### config.mk
export PLATFORM = sky130hd
export DESIGN_NAME = mof_sweep_ctrl
export DESIGN_NICKNAME = d
export VERILOG_FILES = /design/src/rtl/mof_sweep_ctrl.sv
export SDC_FILE = /design/constraint.sdc
export NUM_CORES = 1
export LEC_CHECK = 0
export CORE_ASPECT_RATIO = 1.2
export CORE_MARGIN = 10
export CORE_UTILIZATION = 35
export CTS_CLUSTER_DIAMETER = 120
export CTS_CLUSTER_SIZE = 30
export DETAILED_ROUTE_END_ITERATION = 7
export HOLD_SLACK_MARGIN = 0.06
export RECOVER_POWER = 50
export SLEW_MARGIN = 20
export SYNTH_ARGS = -nofsm -noshare
export SYNTH_HDL_FRONTEND = slang
export SYNTH_SLANG_ARGS = --single-unit
export TNS_END_PERCENT = 10
### constraint.sdc
create_clock -name clk -period 5.2 [get_ports clk]
set_input_delay 1.04 -clock clk [delete_from_list [all_inputs] [get_ports clk]]
set_output_delay 1.04 -clock clk [all_outputs]
set_load 0.1 [all_outputs]
### src/rtl/mof_sweep_ctrl.sv
// ---------------------------------------------------------------------------
// mof_sweep_ctrl
//
// Exhaustive sweep controller for a majority-of-five unit. On a start
// request it drives each 5-bit vector 0..31 in ascending order onto sw_out.
// Each vector is held for STEP_CYCLES clock cycles. On the last cycle of
// each hold, the unit's led_in response is sampled. The number of '1'
// responses is accumulated into ones_count.
//
// Optional feature (macro MOF_SWEEP_CHECK_EN):
//   When defined, every sampled response is compared against a golden
//   majority value (popcount(vec) >= 3). Disagreements are counted in
//   mismatch_count. When undefined, no golden logic exists and
//   mismatch_count is tied to 0. The port list is the same in both builds.
//
// Parameters:
//   STEP_CYCLES    : cycles each vector is held on sw_out (1..255)
//
// Ports:
//   clk            : clock, all state updates on the rising edge
//   reset          : synchronous active-high reset
//   start          : sweep request, only looked at while idle
//   sw_out[4:0]    : vector driven to the majority unit's sw input
//   led_in         : majority unit's led output fed back to us
//   busy           : high while vectors are being applied
//   done           : one-cycle pulse when a sweep finishes
//   ones_count[5:0]: number of led_in=1 samples in the last sweep (0..32)
//   mismatch_count[5:0]: golden-model disagreements in the last sweep
// ---------------------------------------------------------------------------
module mof_sweep_ctrl #(
    parameter int unsigned STEP_CYCLES = 4
) (
    input  logic       clk,
    input  logic       reset,
    input  logic       start,
    output logic [4:0] sw_out,
    input  logic       led_in,
    output logic       busy,
    output logic       done,
    output logic [5:0] ones_count,
    output logic [5:0] mismatch_count
);

    typedef enum logic [1:0] {
        IDLE,
        APPLY,
        DONE
    } state_t;

    localparam logic [7:0] HOLD_LAST = 8'(STEP_CYCLES - 1);
    localparam logic [4:0] VEC_LAST  = 5'd31;

    state_t     state;
    state_t     state_next;
    logic [4:0] vec;
    logic [7:0] hold;
    logic       sample;
    logic       accept;

    // A start request only counts while idle. Starts seen during APPLY or
    // DONE are dropped, so they cannot restart a sweep or touch the counters.
    assign accept = (state == IDLE) && start;

    // State register. Reset wins over everything else, including a start
    // that arrives in the same cycle.
    always_ff @(posedge clk) begin
        if (reset) begin
            state <= IDLE;
        end else begin
            state <= state_next;
        end
    end

    // Next-state and output decode. The outputs depend only on the state
    // (plus the vector register while applying). Because of that, clearing
    // the state on reset also clears sw_out, busy and done.
    // The sample strobe marks the final cycle of each vector's hold window.
    always_comb begin
        state_next = state;
        sw_out     = '0;
        busy       = 1'b0;
        done       = 1'b0;
        sample     = 1'b0;
        case (state)
            IDLE: begin
                if (start) begin
                    state_next = APPLY;
                end
            end
            APPLY: begin
                busy   = 1'b1;
                sw_out = vec;
                if (hold == HOLD_LAST) begin
                    sample = 1'b1;
                    if (vec == VEC_LAST) begin
                        state_next = DONE;
                    end
                end
            end
            DONE: begin
                done       = 1'b1;
                state_next = IDLE;
            end
            default: begin
                state_next = IDLE;
            end
        endcase
    end

    // Sweep datapath: vector register, hold counter and the ones counter.
    // The vector stops at 31; the FSM leaves APPLY on that sample, so it
    // never wraps. ones_count keeps its final value while idle. It is only
    // cleared by the next accepted start or by reset.
    always_ff @(posedge clk) begin
        if (reset) begin
            vec        <= '0;
            hold       <= '0;
            ones_count <= '0;
        end else if (accept) begin
            vec        <= '0;
            hold       <= '0;
            ones_count <= '0;
        end else if (sample) begin
            hold       <= '0;
            ones_count <= ones_count + {5'd0, led_in};
            if (vec != VEC_LAST) begin
                vec <= vec + 5'd1;
            end
        end else if (state == APPLY) begin
            hold <= hold + 8'd1;
        end
    end

`ifdef MOF_SWEEP_CHECK_EN

    logic [5:0] mismatch_q;
    logic       golden;

    // Number of ones in a 5-bit vector.
    function automatic logic [2:0] popcount5(input logic [4:0] v);
        logic [2:0] n;
        n = 3'd0;
        for (int i = 0; i < 5; i++) begin
            n = n + {2'd0, v[i]};
        end
        return n;
    endfunction

    // Golden majority result for the vector currently being applied.
    assign golden = (popcount5(vec) >= 3'd3);

    // Mismatch counter. It follows the same clear and hold rules as
    // ones_count. It only advances on sample cycles where the unit
    // disagrees with the golden value.
    always_ff @(posedge clk) begin
        if (reset) begin
            mismatch_q <= '0;
        end else if (accept) begin
            mismatch_q <= '0;
        end else if (sample && (led_in != golden)) begin
            mismatch_q <= mismatch_q + 6'd1;
        end
    end

    assign mismatch_count = mismatch_q;

`else

    // Checking is compiled out, so the count is constant zero.
    assign mismatch_count = '0;

`endif

endmodule
==> impl_metrics.ini, run 1 <==
[route]
drt_drc_violations_left = 0
via_count = 1031
vias_per_cell = 5.18
drt-initial-drc-count = 21
route.antenna.remaining_nets = 0
wl_mm = 2.83
wire_per_inst_um = 14.2
dr.pass1.iters = 4

[placed_design]
place_area_um2 = 1470
post-place-ws_ns = 1.66
dp_cells = 195
portBuffers = 16
gp_congestion = 0.802
hpwl_mm = 2.12

[synth]
synth_ff_type = dfxtp_1
synthDistinctLibCells = 36
yosysWarnings = 0
syn_area_um2 = 1330
seq_area_frac_synth = 0.317
synth.avg_cell_area_um2 = 9.61
syn-instance-count = 138
synth-async-reset-ratio = 0
synth_seq_cells = 21
synth_edf_count = 0

[worst_setup_path]
crit_fanout = 13
end_kind = output port
cp.arrival_ns = 2.78
cp.required_ns = 4.16
path_class = register to output port
crit_path_start_kind = register

[die]
die_h_um = 87.4
die_x_um = 76.2
dieArea_um2 = 6660
ioPinCount = 23
initial_utilization = 0.365
rows = 24
core_um2 = 3630

[layout]
fin_cells = 199
final_nets = 157
fin_area_um2 = 1520
fillers = 375
area_growth_pct = 14.4
diodes = 0
drive_above_1_share = 0.143
final_util = 0.418

[cts]
cts_resized = 0
cts_hold_buffers = 0
cts_root_buf = clkbuf_8
clk_pin_slew_ns = 0.08
ctsHtreeMaxLevel = 1
cts_setup_buffers = 0
cts_sinks = 21
clockBufferDepth = 2
cts_buffers = 3
cts_tree = done
insertion_delay_ns = 0.26

[grt]
track_usage = 0.0831
grt_pass1_vias = 1031
grt_pass1_wl_mm = 4.78
grt_start_max_net_pins = 22
antenna_found_initial = 0
grt_overflow = 0

[worst_hold_path]
hp-class = register to register

[outcome]
outcome = finished clean

[timing]
max_freq_mhz = 262
setup_ws_ns = 1.38
period_minus_slack_ns = 3.82
hold_viol_final = 0
setup_viol = 0
fin_tns_setup_ns = 0
slew_headroom = 0.339
slew_violations = 0
period_share = 0.734
rsz0062_at_grt = false
skew_ns = 0.00398
tightest_slew_ns = 0.988

[flow_run]
maxCapViolCount = 0

[pwr]
p_sw_w = 0.0000917
p_int_w = 0.000227
ir_drop_v = 0.000149
leakage_nw = 0.469
p_sw_frac = 0.288
p_seq_frac = 0.516
clkPwrFrac = 0.338
power.density_nw_per_um2 = 210
pwr-share-comb = 0.146
[cells by family after synthesis]
group,synth area share
compound gates,0.0764
xor+xnor,0.0132
fa+ha+maj,0.0472
buf+inv,0.0792
flops,0.317
mux,0.0755
other cells,0.00283
simple gates,0.389
[cell usage after synthesis (all sizes together), types with 4 or more instances]
cell,instances,share of area
o31ai,4,0.023
dfxtp,21,0.32
nor4,7,0.073
and2,5,0.024
buf,11,0.059
nand3b,12,0.068
a211oi,5,0.028
or3b,8,0.053
nand4b,4,0.026
mux2i,10,0.075
nand3,5,0.019
clkbuf,5,0.014
ha,5,0.047
or3,4,0.019
nor3,6,0.031
[sequential cells by signal, summed over array words and instances, names as in the netlist]
name / count
state: 2
hold: 8
vec: 5
ones_count: 6
[routing by layer]
| metal | GRT usage | up-vias | share of wire |
|---|---|---|---|
| met5 | 0 | - | 0 |
| met4 | 0.0271 | 0 | 0.014 |
| met3 | 0.0279 | 5 | 0.058 |
| met2 | 0.153 | 19 | 0.50 |
| met1 | 0.0872 | 480 | 0.43 |
| li1 | - | 527 | - |
[layout make-up]
type	count	area, µm²	area share
Multi-Input combinational cell	104	820	0.540
Sequential cell	21	420	0.277
Timing Repair Buffer	16	160	0.106
Tap cell	52	65.1	0.0429
Clock buffer	4	45.0	0.0297
Inverter	2	7.51	0.00495
[path summary, 6_finish.rpt]
path / cells after the start / start / to / slack (ns)
worst max-delay path: 4 / state[0]$_SDFFE_PP0P_ / sw_out[1] / 1.38
worst min-delay path: 2 / ones_count[0]$_SDFFE_PP0P_ / ones_count[0]$_SDFFE_PP0P_ / 0.50
worst max register to register: 4 / hold[0]$_SDFFE_PP0P_ / state[1]$_SDFFE_PP0P_ / 3.23
worst min register to register: 2 / ones_count[0]$_SDFFE_PP0P_ / ones_count[0]$_SDFFE_PP0P_ / 0.50
[power groups by stage]
stage / Sequential [W] / Clock [W] / Combinational [W]
final: 0.000164 / 0.000108 / 0.0000466
after detailed placement: 0.000168 / 0 / 0.0000470
after CTS: 0.000164 / 0.000111 / 0.0000470
after global placement: 0.000168 / 0 / 0.0000460
after global routing: 0.000165 / 0.000118 / 0.0000494
after floorplan: 0.000167 / 0 / 0.0000460
[cell usage in the layout (no fill, tap or decap), drive strengths merged]
cell and n:
a211oi 5, a21oi 2, and2 5, and3 1, and3b 1, clkbuf 4
clkdlybuf4s50 14, conb 6, dfxtp 21, dlygate4sd3 2, ha 5, inv 2
mux2i 10, nand2 3, nand2b 3, nand3 5, nand3b 12, nand4 2
nand4b 4, nor2b 1, nor3 6, nor4 7, nor4b 1, o21ai 3
o31ai 4, o32ai 1, or3 4, or3b 8, or4 2, or4b 1
xnor2 1, xor2 1
[critical path, stage by stage, from the launching register on]
cell and delay [ns]:
dfxtp_1 0.47, nand2b_1 0.41, inv_2 0.33, and2_1 0.17, clkdlybuf4s50_1 1.14
[per-stage QoR]
step / power [W] / hold WS [ns]
after floorplan: 0.000213 / 0.474
after CTS: 0.000322 / 0.502
final: 0.000319 / 0.500
after global placement: 0.000214 / 0.489
after global routing: 0.000332 / 0.534
after detailed placement: 0.000215 / 0.488
Power figures use the tool's default switching activity.
==> inputs of run 2 (changes only) <==
clock period = 4 ns   (was 5.2 ns; I/O delays follow)
==> run 2 against run 1 <==
  * Register-to-register slack lost 1.8 ns
  * Via count grew 2.2%
  * Clock power grew 31%
==> impl_metrics.ini, run 2 (same netlist as run 1, synthesis figures left out) <==
[worst_setup_path]
crit_path_start_kind = register
reg2regPathDepth = 4
cp.required_ns = 3.20
reg2reg_slack_ns = 1.45
crit_fanout = 8
r2r-end = state[1]$_SDFFE_PP0P_
path_class = register to output port
r2r-start = hold[0]$_SDFFE_PP0P_
end_kind = output port
cp.arrival_ns = 2.03

[pwr]
total_power_w = 0.000415
p_int_w = 0.000295
p_seq_frac = 0.515
leakage_nw = 0.473
clkPwrFrac = 0.341
ir_drop_v = 0.000146
power.density_nw_per_um2 = 284
pwr-share-comb = 0.144
p_sw_frac = 0.290
p_sw_w = 0.000120

[timing]
setup_viol = 0
skew_ns = 0.00204
fin_tns_setup_ns = 0
slew_violations = 0
period_share = 0.707
slew_headroom = 0.343
rsz0062_at_grt = false
period_minus_slack_ns = 2.83
setup_ws_ns = 1.17
tightest_slew_ns = 0.978
max_freq_mhz = 354
hold_viol_final = 0

[layout]
layout_commonest_cell = dfxtp_1
drive_above_1_share = 0.150
area_growth_pct = 10.1
fin_cells = 199
final_nets = 157
layout_common_cells = dfxtp_1, nand3b_1, mux2i_1
largest_reg_flops = 8
fillers = 379
diodes = 0
top_register = hold
reg_top3 = hold x8, ones_count x6, vec x5

[flow_run]
maxCapViolCount = 0

[placed_design]
gp_congestion = 0.796
post-place-ws_ns = 1.44
dp_cells = 195
portBuffers = 16
hpwl_mm = 2.08

[grt]
grt_overflow = 0
antenna_found_initial = 0
track_usage = 0.0903
grt_pass1_wl_mm = 5.21
grt_pass1_vias = 1119
grt_start_max_net_pins = 22

[worst_hold_path]
min_from = ones_count[0]$_SDFFE_PP0P_
min_path_cells = 2
hold_end = ones_count[0]$_SDFFE_PP0P_
hp-class = register to register

[die]
ioPinCount = 23
initial_utilization = 0.365
die_h_um = 87.4
rows = 24
core_um2 = 3630
dieArea_um2 = 6660
die_x_um = 76.2

[route]
drt_drc_violations_left = 0
wl_mm = 2.94
via_count = 1054
dr.pass1.iters = 4
drt-initial-drc-count = 79
route.antenna.remaining_nets = 0
vias_per_cell = 5.30
wire_per_inst_um = 14.8

[cts]
cts_tree = done
clockBufferDepth = 2
insertion_delay_ns = 0.26
cts_hold_buffers = 0
cts_root_buf = clkbuf_8
cts_sinks = 21
ctsHtreeMaxLevel = 1
cts_setup_buffers = 0
clk_pin_slew_ns = 0.08
cts_buffers = 3
cts_resized = 0

[outcome]
outcome = finished clean
[run 2: changes by cell type in the layout (fill, tap and decap cells not counted), moves of 2 or more]
cell,change
buf_4,+6
nor4_1,+3
clkdlybuf4s50_1,-5
nor4_2,-2
[run 2: critical path: stages, from the launching register on]
cell             delay, ns
dfxtp_1               0.46
nor2b_1               0.16
clkdlybuf4s50_1       1.14
[run 2: area by class of cell]
| class | count | area [µm²] | share of cell area |
|---|---|---|---|
| well taps | 52 | 65.1 | 0.0446 |
| multi-input cells | 104 | 777 | 0.532 |
| clock buffers | 4 | 45.0 | 0.0308 |
| inverters | 2 | 7.51 | 0.00514 |
| repair buffers | 16 | 145 | 0.0994 |
| flip-flops and latches | 21 | 420 | 0.288 |
[run 2: worst max-delay path by stage]
stage                                      from              endpoint  cells after the start
after global routing      state[1]$_SDFFE_PP0P_                  done                      2
final                     state[1]$_SDFFE_PP0P_                  done                      2
after CTS                 state[1]$_SDFFE_PP0P_             sw_out[2]                      4
after floorplan           state[0]$_SDFFE_PP0P_             sw_out[0]                      5
after detailed placement                  start  hold[0]$_SDFFE_PP0P_                      4
after global placement    state[1]$_SDFFE_PP0P_             sw_out[4]                      4
[run 2: metal layers]
| layer | track usage | vias up | part of all wire |
|---|---|---|---|
| met5 | 0 | - | 0 |
| met4 | 0.0254 | 0 | 0.0048 |
| met3 | 0.0289 | 2 | 0.042 |
| met2 | 0.157 | 17 | 0.49 |
| met1 | 0.104 | 512 | 0.46 |
| li1 | - | 523 | - |
[run 2: power by group through the flow]
stage               registers, W   logic, W  clock network (W)
finish                  0.000214  0.0000600           0.000141
global route            0.000214  0.0000637           0.000152
CTS                     0.000214  0.0000612           0.000145
detailed placement      0.000219  0.0000610                  0
global placement        0.000219  0.0000599                  0
floorplan               0.000217  0.0000598                  0
[run 2: stage by stage]
stage	util	area [µm²]	hold slack, ns
finish	0.402	1460	0.500
global route	0.402	1460	0.530
CTS	0.414	1500	0.508
detailed placement	0.401	1460	0.497
global placement	0.401	1460	0.486
floorplan	-	1350	0.474
